`src/rtl/ahb_pkg.sv`:
```
// Shared AHB transfer/burst encodings, arbiter state type and burst-length helper
// used by ahb_arbiter and its picker.
package ahb_pkg;

   typedef enum logic [1:0] {
      HTRANS_IDLE   = 2'b00,
      HTRANS_BUSY   = 2'b01,
      HTRANS_NONSEQ = 2'b10,
      HTRANS_SEQ    = 2'b11
   } htrans_t;

   typedef enum logic [2:0] {
      HBURST_SINGLE = 3'b000,
      HBURST_INCR   = 3'b001,
      HBURST_WRAP4  = 3'b010,
      HBURST_INCR4  = 3'b011,
      HBURST_WRAP8  = 3'b100,
      HBURST_INCR8  = 3'b101,
      HBURST_WRAP16 = 3'b110,
      HBURST_INCR16 = 3'b111
   } hburst_t;

   typedef enum logic [1:0] {
      S_IDLE  = 2'd0,
      S_BURST = 2'd1,
      S_INCR  = 2'd2,
      S_LOCK  = 2'd3
   } arb_state_t;

   localparam int BEAT_CNT_WIDTH = 4;

   // Beats in a burst: 0 marks the undefined-length INCR, unknown codes count as SINGLE.
   function automatic logic [4:0] burst_beats(input logic [2:0] hburst);
      logic [4:0] beats;
      case (hburst)
         HBURST_INCR:                  beats = 5'd0;
         HBURST_WRAP4,  HBURST_INCR4:  beats = 5'd4;
         HBURST_WRAP8,  HBURST_INCR8:  beats = 5'd8;
         HBURST_WRAP16, HBURST_INCR16: beats = 5'd16;
         default:                      beats = 5'd1;
      endcase
      return beats;
   endfunction

endpackage

```
`src/rtl/arb_rr_picker.sv`:
```
// Combinational circular picker: first requester at or after ptr wins,
// producing a one-hot grant and a valid flag.
module arb_rr_picker
   import ahb_pkg::*;
#(
   parameter int N  = 3,
   parameter int PW = $clog2(N)
) (
   input  logic [N-1:0]  req,
   input  logic [PW-1:0] ptr,
   output logic [N-1:0]  grant,
   output logic          valid
);

   logic [PW-1:0] idx;

   // NOTE: every output of a combinational block gets a default first so no latch is inferred.
   always_comb begin
      grant = '0;
      valid = 1'b0;
      idx   = '0;
      for (int k = 0; k < N; k++) begin
         idx = PW'((int'(ptr) + k) % N);
         if (!valid && req[idx]) begin
            grant[idx] = 1'b1;
            valid      = 1'b1;
         end
      end
   end

endmodule

```
`src/rtl/ahb_arbiter.sv`:
```
// Multi-master AHB arbiter: round-robin grant held across bursts and locked sequences.
// Define AHB_ARB_FIXED_PRIO_EN for fixed priority (lowest index wins, no rotation pointer).
module ahb_arbiter
   import ahb_pkg::*;
#(
   parameter int NUM_MASTERS    = 3,
   parameter int MIDX_WIDTH     = $clog2(NUM_MASTERS),
   parameter int DEFAULT_MASTER = 0
) (
   input  logic                   HCLK,
   input  logic                   HRESET,
   input  logic [NUM_MASTERS-1:0] HBUSREQ,
   input  logic [NUM_MASTERS-1:0] HLOCK,
   input  logic [1:0]             HTRANS,
   input  logic [2:0]             HBURST,
   input  logic                   HREADY,
   output logic [NUM_MASTERS-1:0] HGRANT,
   output logic [MIDX_WIDTH-1:0]  HMASTER,
   output logic                   HMASTLOCK
);

   localparam logic [NUM_MASTERS-1:0] DEF_GRANT = NUM_MASTERS'(1) << DEFAULT_MASTER;
   localparam logic [MIDX_WIDTH-1:0]  DEF_IDX   = MIDX_WIDTH'(DEFAULT_MASTER);

   arb_state_t                state;
   arb_state_t                next_state;
   arb_state_t                start_state;
   logic [BEAT_CNT_WIDTH-1:0] beats_left;
   logic [BEAT_CNT_WIDTH-1:0] next_beats;
   logic [BEAT_CNT_WIDTH-1:0] start_beats;
   logic [4:0]                start_len;
   logic [MIDX_WIDTH-1:0]     owner;
   logic                      owner_req;
   logic                      owner_lock;
   logic [MIDX_WIDTH-1:0]     pick_ptr;
   logic [NUM_MASTERS-1:0]    pick_grant;
   logic                      pick_valid;
   logic [NUM_MASTERS-1:0]    next_grant;

   always_comb begin
      owner = '0;
      for (int i = 0; i < NUM_MASTERS; i++) begin
         if (HGRANT[i]) owner = MIDX_WIDTH'(i);
      end
   end

   assign owner_req  = HBUSREQ[owner];
   assign owner_lock = HLOCK[owner];

   arb_rr_picker #(
      .N  (NUM_MASTERS),
      .PW (MIDX_WIDTH)
   ) u_picker (
      .req   (HBUSREQ),
      .ptr   (pick_ptr),
      .grant (pick_grant),
      .valid (pick_valid)
   );

`ifdef AHB_ARB_FIXED_PRIO_EN
   assign pick_ptr = '0;
`else
   localparam logic [MIDX_WIDTH-1:0] LAST_IDX = MIDX_WIDTH'(NUM_MASTERS - 1);
   localparam logic [MIDX_WIDTH-1:0] RST_PTR  = MIDX_WIDTH'((DEFAULT_MASTER + 1) % NUM_MASTERS);

   logic [MIDX_WIDTH-1:0] rr_ptr;
   logic [MIDX_WIDTH-1:0] winner;

   always_comb begin
      winner = '0;
      for (int i = 0; i < NUM_MASTERS; i++) begin
         if (pick_grant[i]) winner = MIDX_WIDTH'(i);
      end
   end

   // Parking on the default master leaves the rotation untouched.
   always_ff @(posedge HCLK or posedge HRESET) begin
      if (HRESET) begin
         rr_ptr <= RST_PTR;
      end else if (HREADY && next_state == S_IDLE && pick_valid) begin
         rr_ptr <= (winner == LAST_IDX) ? '0 : winner + MIDX_WIDTH'(1);
      end
   end

   assign pick_ptr = rr_ptr;
`endif

   // What a NONSEQ from the owner starts; lock outranks any burst type.
   always_comb begin
      start_len   = burst_beats(HBURST);
      start_state = S_IDLE;
      start_beats = '0;
      if (owner_lock) begin
         start_state = S_LOCK;
      end else if (start_len == 5'd0) begin
         start_state = S_INCR;
      end else if (start_len > 5'd1) begin
         start_state = S_BURST;
         start_beats = BEAT_CNT_WIDTH'(start_len - 5'd1);
      end
   end

   always_comb begin
      next_state = state;
      next_beats = beats_left;
      case (state)
         S_IDLE: begin
            if (HTRANS == HTRANS_NONSEQ) begin
               next_state = start_state;
               next_beats = start_beats;
            end
         end
         S_BURST: begin
            case (HTRANS)
               HTRANS_NONSEQ: begin
                  next_state = start_state;
                  next_beats = start_beats;
               end
               HTRANS_SEQ: begin
                  if (beats_left <= BEAT_CNT_WIDTH'(1)) next_state = S_IDLE;
                  else                                  next_beats = beats_left - BEAT_CNT_WIDTH'(1);
               end
               HTRANS_IDLE: next_state = S_IDLE;
               default: ;
            endcase
         end
         S_INCR: begin
            if (HTRANS == HTRANS_NONSEQ) begin
               next_state = start_state;
               next_beats = start_beats;
            end else if (!owner_req) begin
               next_state = S_IDLE;
            end
         end
         S_LOCK: begin
            if (!owner_lock && (HTRANS == HTRANS_IDLE || HTRANS == HTRANS_NONSEQ)) begin
               next_state = S_IDLE;
            end
         end
      endcase
      if (next_state == S_IDLE) next_beats = '0;
   end

   always_comb begin
      next_grant = HGRANT;
      if (next_state == S_IDLE) next_grant = pick_valid ? pick_grant : DEF_GRANT;
   end

   // NOTE: sequential state uses non-blocking assignments so every register samples pre-edge values.
   always_ff @(posedge HCLK or posedge HRESET) begin
      if (HRESET) begin
         state      <= S_IDLE;
         beats_left <= '0;
         HGRANT     <= DEF_GRANT;
         HMASTER    <= DEF_IDX;
         HMASTLOCK  <= 1'b0;
      end else if (HREADY) begin
         state      <= next_state;
         beats_left <= next_beats;
         HGRANT     <= next_grant;
         HMASTER    <= owner;
         HMASTLOCK  <= owner_lock;
      end
   end

endmodule

```
`config.mk`:
```
export PLATFORM = sky130hd
export DESIGN_NAME = ahb_arbiter
export DESIGN_NICKNAME = d
export VERILOG_FILES = /design/src/rtl/ahb_pkg.sv /design/src/rtl/arb_rr_picker.sv /design/src/rtl/ahb_arbiter.sv
export SDC_FILE = /design/constraint.sdc
export NUM_CORES = 1
export LEC_CHECK = 0
export CORE_ASPECT_RATIO = 1.4
export CORE_MARGIN = 2
export CORE_UTILIZATION = 55
export DETAILED_ROUTE_END_ITERATION = 8
export DONT_BUFFER_PORTS = 1
export GPL_ROUTABILITY_DRIVEN = 0
export PLACE_DENSITY = 0.66
export SYNTH_ARGS = -nofsm -noshare
export SYNTH_HDL_FRONTEND = slang
export SYNTH_SLANG_ARGS = --single-unit
```
`constraint.sdc`:
```
create_clock -name HCLK -period 3.55 [get_ports HCLK]
set_input_delay 0.5325 -clock HCLK [delete_from_list [all_inputs] [get_ports HCLK]]
set_output_delay 0.5325 -clock HCLK [all_outputs]
set_load 0.02 [all_outputs]
```
==> summary.txt, run 1 <==
Layout
  – Reg area: 353 um^2
  – Number of diodes: 0
  – Core Util, Final: 0.584
  – Final net count: 147
  – Final Cell Area: 0.00124 mm^2
  – Ratio of cells with drive above 1 in the final layout: 0.183
  – Fillers: 209
  – Area of the multi-input gates: 787 um^2
  – Commonest non-fill, non-tap cells in the layout: 12 x dfrtp_1, 10 x nand2_1, 10 x inv_1
  – Most common cell after layout, fill and taps aside: dfrtp_1
  – Area growth, synth to finish: 1.64%

Setup path
  – Critical-path maximum fanout: 7
  – Worst Path Arrival: 2.68 ns
  – Type of the worst setup path: reg -> reg
  – Worst-path cell chain: mux2_4 > mux2_4 > o32a_4 > nor3b_4 > mux2_2
  – Crit path buf inv count: 0
  – Required time of the critical path: 3.72 ns
  – Most frequent CP cell: mux2_4
  – Largest incremental delay on the critical path: 0.55 ns
  – Critical Path Source Type: register
  – Crit end category: register
  – Critical-path top delay cell: dfrtp_1
  – Cell family with most CP delay: multiplexers

Detailed routing
  – # DRC: 0
  – Per-cell routed wire length: 17.5 um
  – DRT iter0 DRCs: 19
  – Vias: 964
  – TritonRoute pass-1 iters: 4
  – Routed WL: 2.59 mm
  – Vias/cell: 6.51
  – Antenna Violating Nets Remaining: 0

Global route
  – Total GRT Usage: 0.223
  – Via count of the first global-routing pass: 962
  – GR Overflow Total: 0
  – Largest net degree at the start of global routing: 15
  – First-pass GRT wire length: 4.33 mm
  – Antenna violations before repair: 0

Synthesis
  – Largest family of logic cells by synthesized area: compound AO/OA/AOI/OAI gates
  – Seq/Total Area, Yosys: 0.289
  – Area share of fa/ha/maj cells after synthesis: 0.0615
  – EDFF count, synth: 0
  – Syn nets: 148
  – Synth Register Bits: 14
  – Synth async-reset ratio: 1.00
  – Mean Syn Cell Area: 9.54 um^2
  – Yosys warnings: 0
  – Simple-gate share of the synthesized area: 0.193
  – Main flop type after synthesis: dfrtp_1
  – Post-synthesis cell area: 0.00122 mm^2
  – Syn Inst Count: 128
  – XOR/XNOR Fraction of Synth Area: 0.0143
  – Mux cell area share after synthesis: 0.105
  – Synth Area in Compound Gates: 0.272
  – Synth unique cells: 52

Job
  – Max-cap viol count: 0

Floorplanning
  – Die Y: 59.8 um
  – I/O pins: 20
  – Die ar.: 0.00262 mm^2
  – Die X: 43.8 um
  – Core Region: 0.00213 mm^2
  – Rows: 20
  – Starting density of the core: 0.574

Worst hold path
  – Hold WC Path Type: in -> async

Clocking
  – CTS tree: built
  – Setup bufs post-CTS: 0
  – H-tree depth: 1
  – Clock Path Buffers: 2
  – Reg clk slew, reported paths: 0.09 ns
  – Clock sink total: 14
  – Root Driver: clkbuf_4
  – Post_cts resized: 0
  – Worst-Skew Late Latency: 0.29 ns
  – CTS Buf Count: 3
  – CTS Hold Buffers Added: 0

Placement
  – Port Buffer Count: 0
  – Final HPWL DP: 2.03 mm
  – Post-place instance area: 0.00120 mm^2

STA
  – Peak Freq: 398 MHz
  – Crit path time final: 2.51 ns
  – Minimum hold slack: 0.149 ns
  – RSZ-0062 raised after global routing: no
  – Hold Fails Final Rpt: 0
  – Final max-slew violation count: 0
  – Final Cycle Share: 0.707
  – Slew headroom: 0.600
  – Finish-stage setup viols: 0
  – Setup_tns: 0 ns
  – Slew @ Worst Pin: 0.600 ns
  – Clock skew: 0.0119 ns

Power and ir drop
  – VDD IR-drop max: 0.000411 V
  – Cell area power density: 786 mW/mm^2
  – Pleak: 0.511 nW

Status
  – Status: finished clean
cell usage after synthesis, types with 4 or more instances:
cell type	n	area share
nand2_1	10	0.031
o31ai_1	4	0.025
mux2_2	4	0.037
dfrtp_1	12	0.25
ha_1	6	0.061
o21ai_0	4	0.016
o22ai_1	4	0.020
nor2_1	6	0.018
inv_1	10	0.031
power by group:
group / internal [mW] / switching, mW / total, mW / leakage (nW)
registers: 0.230 / 0.107 / 0.337 / 0.178
logic: 0.245 / 0.276 / 0.521 / 0.312
clock network: 0.0625 / 0.0553 / 0.118 / 0.0210
metrics by stage:
stage,power [mW],instances,setup slack [ns]
finish,0.976,148,1.04
global route,1.05,148,0.980
CTS,0.978,148,1.04
detailed placement,0.858,144,1.08
global placement,0.848,144,1.10
floorplan,0.762,128,1.24
state kept, by name, summed over array words and instances (netlist names):
register    cells
HMASTLOCK       1
HMASTER         2
beats_left      4
HGRANT          3
pick_ptr        2
state           2
final cells by class:
class | instances | share of cell area
multi-input cells | 98 | 0.634
well taps | 22 | 0.0222
flip-flops and latches | 14 | 0.284
inverters | 10 | 0.0302
clock buffers | 4 | 0.0292
path summary, 6_finish.rpt:
check                            start           to  slack [ns]  cells past startpoint
max                          HGRANT[1]    HGRANT[2]        1.04                      5
min                             HRESET     state[0]        0.15                      1
max reg2reg                  HGRANT[1]    HGRANT[2]        1.04                      5
min reg2reg                pick_ptr[0]  pick_ptr[0]        0.54                      2
max in group asynchronous       HRESET  pick_ptr[0]        3.03                      1
min in group HCLK               HREADY     state[1]        0.33                      1
layer usage:
layer	global-route usage	vias up	wire length [um]
li1	-	477	-
met1	0.238	466	1000
met2	0.429	12	1460
met3	0.0121	9	47
met4	0.108	0	78
met5	0	-	0
logic make-up (layout without fill, tap and decap cells):
logic type	Yosys count	in the layout
AOI/OAI and AO/OA	40	40
and+or+nand+nor	39	39
buffers and inverters	16	14
DFF	14	14
muxes	11	11
adders and majority gates	6	6
xor gates and xnor gates	2	2
(Power assumes the default switching activity.)
==> inputs of run 2 (changes only) <==
- ABC_AREA: not set -> 1
- PLACE_DENSITY: 0.66 -> 0.69
- clock period: 3.55 -> 2.2 ns (I/O delays scaled with it)
==> run 2 against run 1 <==
  * Worst setup slack worse by 0.84 ns
  * Sequential share of layout area up 2.2 points
  * Count of clock-buffer cells in the layout unchanged
  * Non-clock buffer count up 1
  * Final cell count up 26%
  * Total power up 44%
  * First-iteration DRC count up 89%
  * Die area down 9.4%
  * Sequential power up 42%
  * Synthesized area down 10%
  * Routed wire length down 10%
  * Clock power up 25%
  * Critical path type unchanged
  * Largest cell class unchanged
==> summary.txt, run 2 <==
Placement
  – Final HPWL DP: 1.93 mm
  – Post-placement cell count: 182
  – Port Buffer Count: 0
  – Post-place instance area: 0.00111 mm^2

STA
  – RSZ-0062 raised after global routing: no
  – Hold Fails Final Rpt: 0
  – Final Cycle Share: 0.908
  – Slew headroom: 0.656
  – Crit path time final: 2.00 ns
  – Finish-stage setup viols: 0
  – Final max-slew violation count: 0
  – Slew @ Worst Pin: 0.515 ns
  – Peak Freq: 501 MHz
  – Clock skew: 0.00430 ns
  – Setup_tns: 0 ns

Synthesis
  – Synth async-reset ratio: 1.00
  – Commonest cells post-synth: 49 x nand2_1, 23 x inv_1, 15 x nand3_1
  – Mux cell area share after synthesis: 0
  – Top cell type's share of synthesized area: 0.274
  – Synth Area in Compound Gates: 0.0982
  – Syn Inst Count: 162
  – Simple-gate share of the synthesized area: 0.398
  – Largest area contributor in the netlist: dfrtp_1
  – XOR/XNOR Fraction of Synth Area: 0.0160
  – Synth unique cells: 28
  – Most frequent cell after synthesis: nand2_1
  – Synth Register Bits: 14
  – Main flop type after synthesis: dfrtp_1
  – Post-synthesis cell area: 0.00110 mm^2
  – Syn nets: 182
  – Mean Syn Cell Area: 6.77 um^2
  – Seq/Total Area, Yosys: 0.322
  – EDFF count, synth: 0
  – Area share of fa/ha/maj cells after synthesis: 0.0685
  – Yosys warnings: 0
  – Largest family of logic cells by synthesized area: simple AND/OR/NAND/NOR gates
  – Synth area leaders: dfrtp_1 27%, nand2_1 17%, inv_1 7.9%

Clocking
  – Reg clk slew, reported paths: 0.08 ns
  – CTS Buf Count: 3
  – Root Driver: clkbuf_4
  – Clock Path Buffers: 2
  – CTS tree: built
  – Worst-Skew Late Latency: 0.27 ns
  – Clock sink total: 14
  – H-tree depth: 1

Floorplanning
  – Rows: 19
  – Starting density of the core: 0.569
  – Die ar.: 0.00237 mm^2
  – Die X: 41.7 um
  – Die Y: 56.8 um
  – I/O pins: 20
  – Core Region: 0.00193 mm^2

Layout
  – Biggest register: beats_left
  – Finished Layout Cells: 187
  – Most common cell after layout, fill and taps aside: nand2_1
  – Final Cell Area: 0.00115 mm^2
  – Biggest regs: beats_left x4, HGRANT x3
  – Ratio of cells with drive above 1 in the final layout: 0.102
  – Core Util, Final: 0.599
  – Number of flip-flops in the largest register: 4
  – Final net count: 187
  – Area growth, synth to finish: 5.25%
  – Number of diodes: 0
  – Commonest non-fill, non-tap cells in the layout: 49 x nand2_1, 23 x inv_1, 15 x nand3_1

Power and ir drop
  – Combinational share of power: 0.552
  – Cell area power density: 1220 mW/mm^2
  – Pint: 0.698 mW
  – Psw: 0.704 mW
  – Sequential power share: 0.342
  – VDD IR-drop max: 0.000773 V
  – Pleak: 0.610 nW
  – Clk pwr share: 0.106
  – Switching Fraction: 0.502

Detailed routing
  – DRT iter0 DRCs: 36
  – Routed WL: 2.32 mm
  – Vias: 1062
  – Per-cell routed wire length: 12.4 um
  – Vias/cell: 5.68
  – Antenna Violating Nets Remaining: 0
  – TritonRoute pass-1 iters: 4
  – # DRC: 0

Worst hold path
  – Hold WC Path Type: in -> reg

Global route
  – Largest net degree at the start of global routing: 15
  – GR Overflow Total: 0
  – Total GRT Usage: 0.217
  – Via count of the first global-routing pass: 1033
  – Antenna violations before repair: 0
  – First-pass GRT wire length: 4.01 mm

Status
  – Status: finished clean

Setup path
  – Required time of the critical path: 2.37 ns
  – Critical Path Source Type: register
  – Type of the worst setup path: reg -> reg
  – Crit end category: register
  – Worst Path Arrival: 2.16 ns
  – Critical-path maximum fanout: 6

Job
  – Max-cap viol count: 0
## run 2: cell types whose count changed in the layout (fill, tap and decap cells not counted), moves of 4 or more
cell and change:
inv_1 +13, o31ai_1 -4, nand4_1 +4, nand3_1 +13, o21ai_0 +6, nor2_1 +7, mux2_2 -4, nand2_1 +39
## run 2: cell families (layout without fill, tap and decap cells)
group                    Yosys count  after routing
buffers and inverters             27             31
flip-flops                        14             14
AO/OA/AOI/OAI                     19             19
XOR/XNOR                           2              2
AND/OR/NAND/NOR                   94             94
adder cells (fa/ha/maj)            6              6
## run 2: path summary, 6_finish.rpt
kind / startpoint / end / slack [ns] / cells after the start
worst min register to register: pick_ptr[0] / pick_ptr[0] / 0.50 / 2
worst max-delay path: pick_ptr[0] / pick_ptr[1] / 0.20 / 12
max in group asynchronous: HRESET / HGRANT[0] / 1.31 / 2
worst min-delay path: HREADY / HMASTER[1] / 0.20 / 2
min in group asynchronous: HRESET / beats_left[3] / 0.53 / 2
worst max register to register: pick_ptr[0] / pick_ptr[1] / 0.20 / 12
## run 2: cell type report
type	instances	area, um^2
inverter	26	98.8
sequential	14	353
fill	179	772
clock buffer	4	26.3
timing repair buffer	1	10.0
tap	21	26.3
multi-input combinational	121	639
## run 2: power by group through the flow
stage          clock (mW)  combinational, mW  sequential (mW)
2_1_floorplan           0              0.641            0.459
3_3_place_gp            0              0.740            0.483
3_5_place_dp            0              0.766            0.488
4_1_cts             0.148              0.771            0.483
5_1_grt             0.161              0.886            0.494
6_report            0.148              0.774            0.480
## run 2: critical path, cell delays in order, from the launching register on
cell and delay (ns):
dfstp_2 0.57, inv_1 0.06, ha_1 0.36, inv_1 0.10, nand3_1 0.14, nand2_1 0.10
nand2_2 0.07, inv_2 0.07, nand3_1 0.06, o211ai_1 0.17, nor2_1 0.07, nand2_1 0.08
nand2_1 0.05
## run 2: stage by stage
step	total power, mW	hold WS [ns]	setup WS (ns)
2_1_floorplan	1.10	0.218	0.399
3_3_place_gp	1.22	0.279	0.257
3_5_place_dp	1.25	0.280	0.193
4_1_cts	1.40	0.199	0.175
5_1_grt	1.54	0.225	0.0119
6_report	1.40	0.201	0.203
## run 2: repair_timing
item | CTS | global route
hold buffers | 1 | 0
setup endpoints to repair | 0 | 2
endpoints found under the hold margin | 12 | 0
buffers inserted | 0 | 0
resized for setup | 0 | 1
## run 2: metal layers
metal,GRT usage,up-vias,routed length (um)
li1,-,528,-
met1,0.223,492,866
met2,0.411,34,1310
met3,0.0129,8,88
met4,0.138,0,55
met5,0,-,0
==> inputs of run 3 (changes only) <==
- CELL_PAD_IN_SITES_DETAIL_PLACEMENT: not set -> 0
- CELL_PAD_IN_SITES_GLOBAL_PLACEMENT: not set -> 1
- CORE_UTILIZATION: 55 -> 39
==> run 3 against run 2 <==
  * Global-route usage is 4.9 points lower
  * Hold slack better by 0.0053 ns
  * Final cell count is 9.1% higher
  * Combinational power is 5.8% higher
  * Critical endpoint is now pick_ptr[0]
==> summary.txt, run 3 (synthesis gave the netlist of run 2 again) <==
Floorplanning
  – Starting density of the core: 0.415
  – Die ar.: 0.00326 mm^2
  – Core Region: 0.00264 mm^2
  – I/O pins: 20
  – Rows: 22
  – Die X: 48.8 um
  – Die Y: 66.7 um

Layout
  – Most common cell after layout, fill and taps aside: nand2_1
  – Biggest regs: beats_left x4, HGRANT x3
  – Ratio of cells with drive above 1 in the final layout: 0.119
  – Fillers: 308
  – Number of flip-flops in the largest register: 4
  – Commonest non-fill, non-tap cells in the layout: 49 x nand2_1, 23 x inv_1, 15 x nand3_1
  – Number of diodes: 0
  – Final net count: 189
  – Biggest register: beats_left
  – Finished Layout Cells: 204
  – Area growth, synth to finish: 9.25%

Global route
  – First-pass GRT wire length: 4.24 mm
  – GR Overflow Total: 0
  – Antenna violations before repair: 0
  – Largest net degree at the start of global routing: 15
  – Gr busiest metal: met2
  – Met3 global-route usage: 0.0135
  – Total GRT Usage: 0.168
  – Met2 Usage GRT: 0.349
  – Via count of the first global-routing pass: 1030
  – Met1 usage: 0.170

STA
  – Finish-stage setup viols: 0
  – Peak Freq: 493 MHz
  – Hold Fails Final Rpt: 0
  – Setup_tns: 0 ns
  – Final Cycle Share: 0.921
  – Clock skew: 0.00272 ns
  – Crit path time final: 2.03 ns
  – Final max-slew violation count: 0
  – Slew headroom: 0.654
  – Slew @ Worst Pin: 0.519 ns

Job
  – Max-cap viol count: 0

Power and ir drop
  – VDD IR-drop max: 0.000587 V
  – Pleak: 0.624 nW
  – Cell area power density: 1220 mW/mm^2

Clocking
  – Reg clk slew, reported paths: 0.08 ns
  – H-tree depth: 1
  – Root Driver: clkbuf_4
  – CTS Buf Count: 3
  – CTS tree: built
  – Clock sink total: 14
  – Worst-Skew Late Latency: 0.27 ns
  – Clock Path Buffers: 2

Setup path
  – Critical-path maximum fanout: 6
  – Reg-to-reg startpoint: pick_ptr[0]
  – Critical Path Source Type: register
  – Type of the worst setup path: reg -> reg
  – Worst Path Arrival: 2.24 ns
  – Crit end category: register
  – Critical Path Start: pick_ptr[0]
  – Required time of the critical path: 2.41 ns

Detailed routing
  – # DRC: 0
  – Vias/cell: 4.93
  – DRT iter0 DRCs: 21
  – Per-cell routed wire length: 12.1 um
  – Antenna Violating Nets Remaining: 0
  – Vias: 1005
  – TritonRoute pass-1 iters: 4
  – Routed WL: 2.47 mm

Placement
  – Port Buffer Count: 0
  – Final HPWL DP: 2.05 mm
  – Post-placement cell count: 199

Status
  – Status: finished clean

Worst hold path
  – Hold WC Path Type: in -> reg
  – Hold wc startpoint: HREADY
[run 3: cell count changes in the layout (fill, tap and decap cells not counted)]
cell      delta
buf_4        +2
clkbuf_1     -1
clkbuf_8     +1
ha_1         -1
ha_2         +1
nor2_1       +1
nor2_2       -1
[run 3: layout make-up]
cell class | count | area [um^2] | area share
timing repair buffer | 3 | 25.0 | 0.0209
sequential | 14 | 353 | 0.295
multi-input combinational | 121 | 639 | 0.534
tap | 36 | 45.0 | 0.0376
clock buffer | 4 | 36.3 | 0.0303
inverter | 26 | 98.8 | 0.0825
[run 3: worst max-delay path, cell delays in order, from the launching register on]
cell,delay [ns]
dfstp_2,0.56
inv_1,0.06
ha_2,0.37
inv_1,0.06
nand3_1,0.15
nand2_1,0.08
nand2_2,0.10
inv_2,0.05
nand2_1,0.05
nor2_1,0.04
nor2_1,0.17
inv_1,0.06
nor2_1,0.10
nand2_1,0.06
nand2_1,0.06
[run 3: layer usage]
metal	up-vias	wire, um
met5	-	0
met4	0	27
met3	2	89
met2	22	1380
met1	448	978
li1	533	-
[run 3: final timing paths]
kind | to | slack, ns | cells past startpoint
max in group asynchronous | pick_ptr[0] | 1.31 | 2
worst max register to register | pick_ptr[0] | 0.17 | 14
min in group asynchronous | beats_left[0] | 0.53 | 2
worst min register to register | pick_ptr[0] | 0.50 | 2
worst max-delay path | pick_ptr[0] | 0.17 | 14
worst min-delay path | HMASTER[1] | 0.21 | 2
[run 3: where the power goes]
group          switching, mW  internal, mW
logic                  0.529         0.290
clock network         0.0737         0.100
registers              0.110         0.353
[run 3: what timing repair did]
item | CTS | global route
resized for setup | 0 | 1
hold buffers | 1 | 0
setup endpoints to repair | 0 | 1
endpoints found under the hold margin | 12 | 0
buffers inserted | 0 | 0
[run 3: metrics by stage]
stage	worst slack, ns	util	power, mW	area, um^2	hold WS (ns)
3_3_place_gp	0.236	0.435	1.27	1150	0.283
6_report	0.173	0.453	1.46	1200	0.206
3_5_place_dp	0.213	0.435	1.28	1150	0.296
4_1_cts	0.183	0.452	1.46	1190	0.201
5_1_grt	-0.00519	0.453	1.61	1200	0.209
2_1_floorplan	0.399	-	1.10	1100	0.218
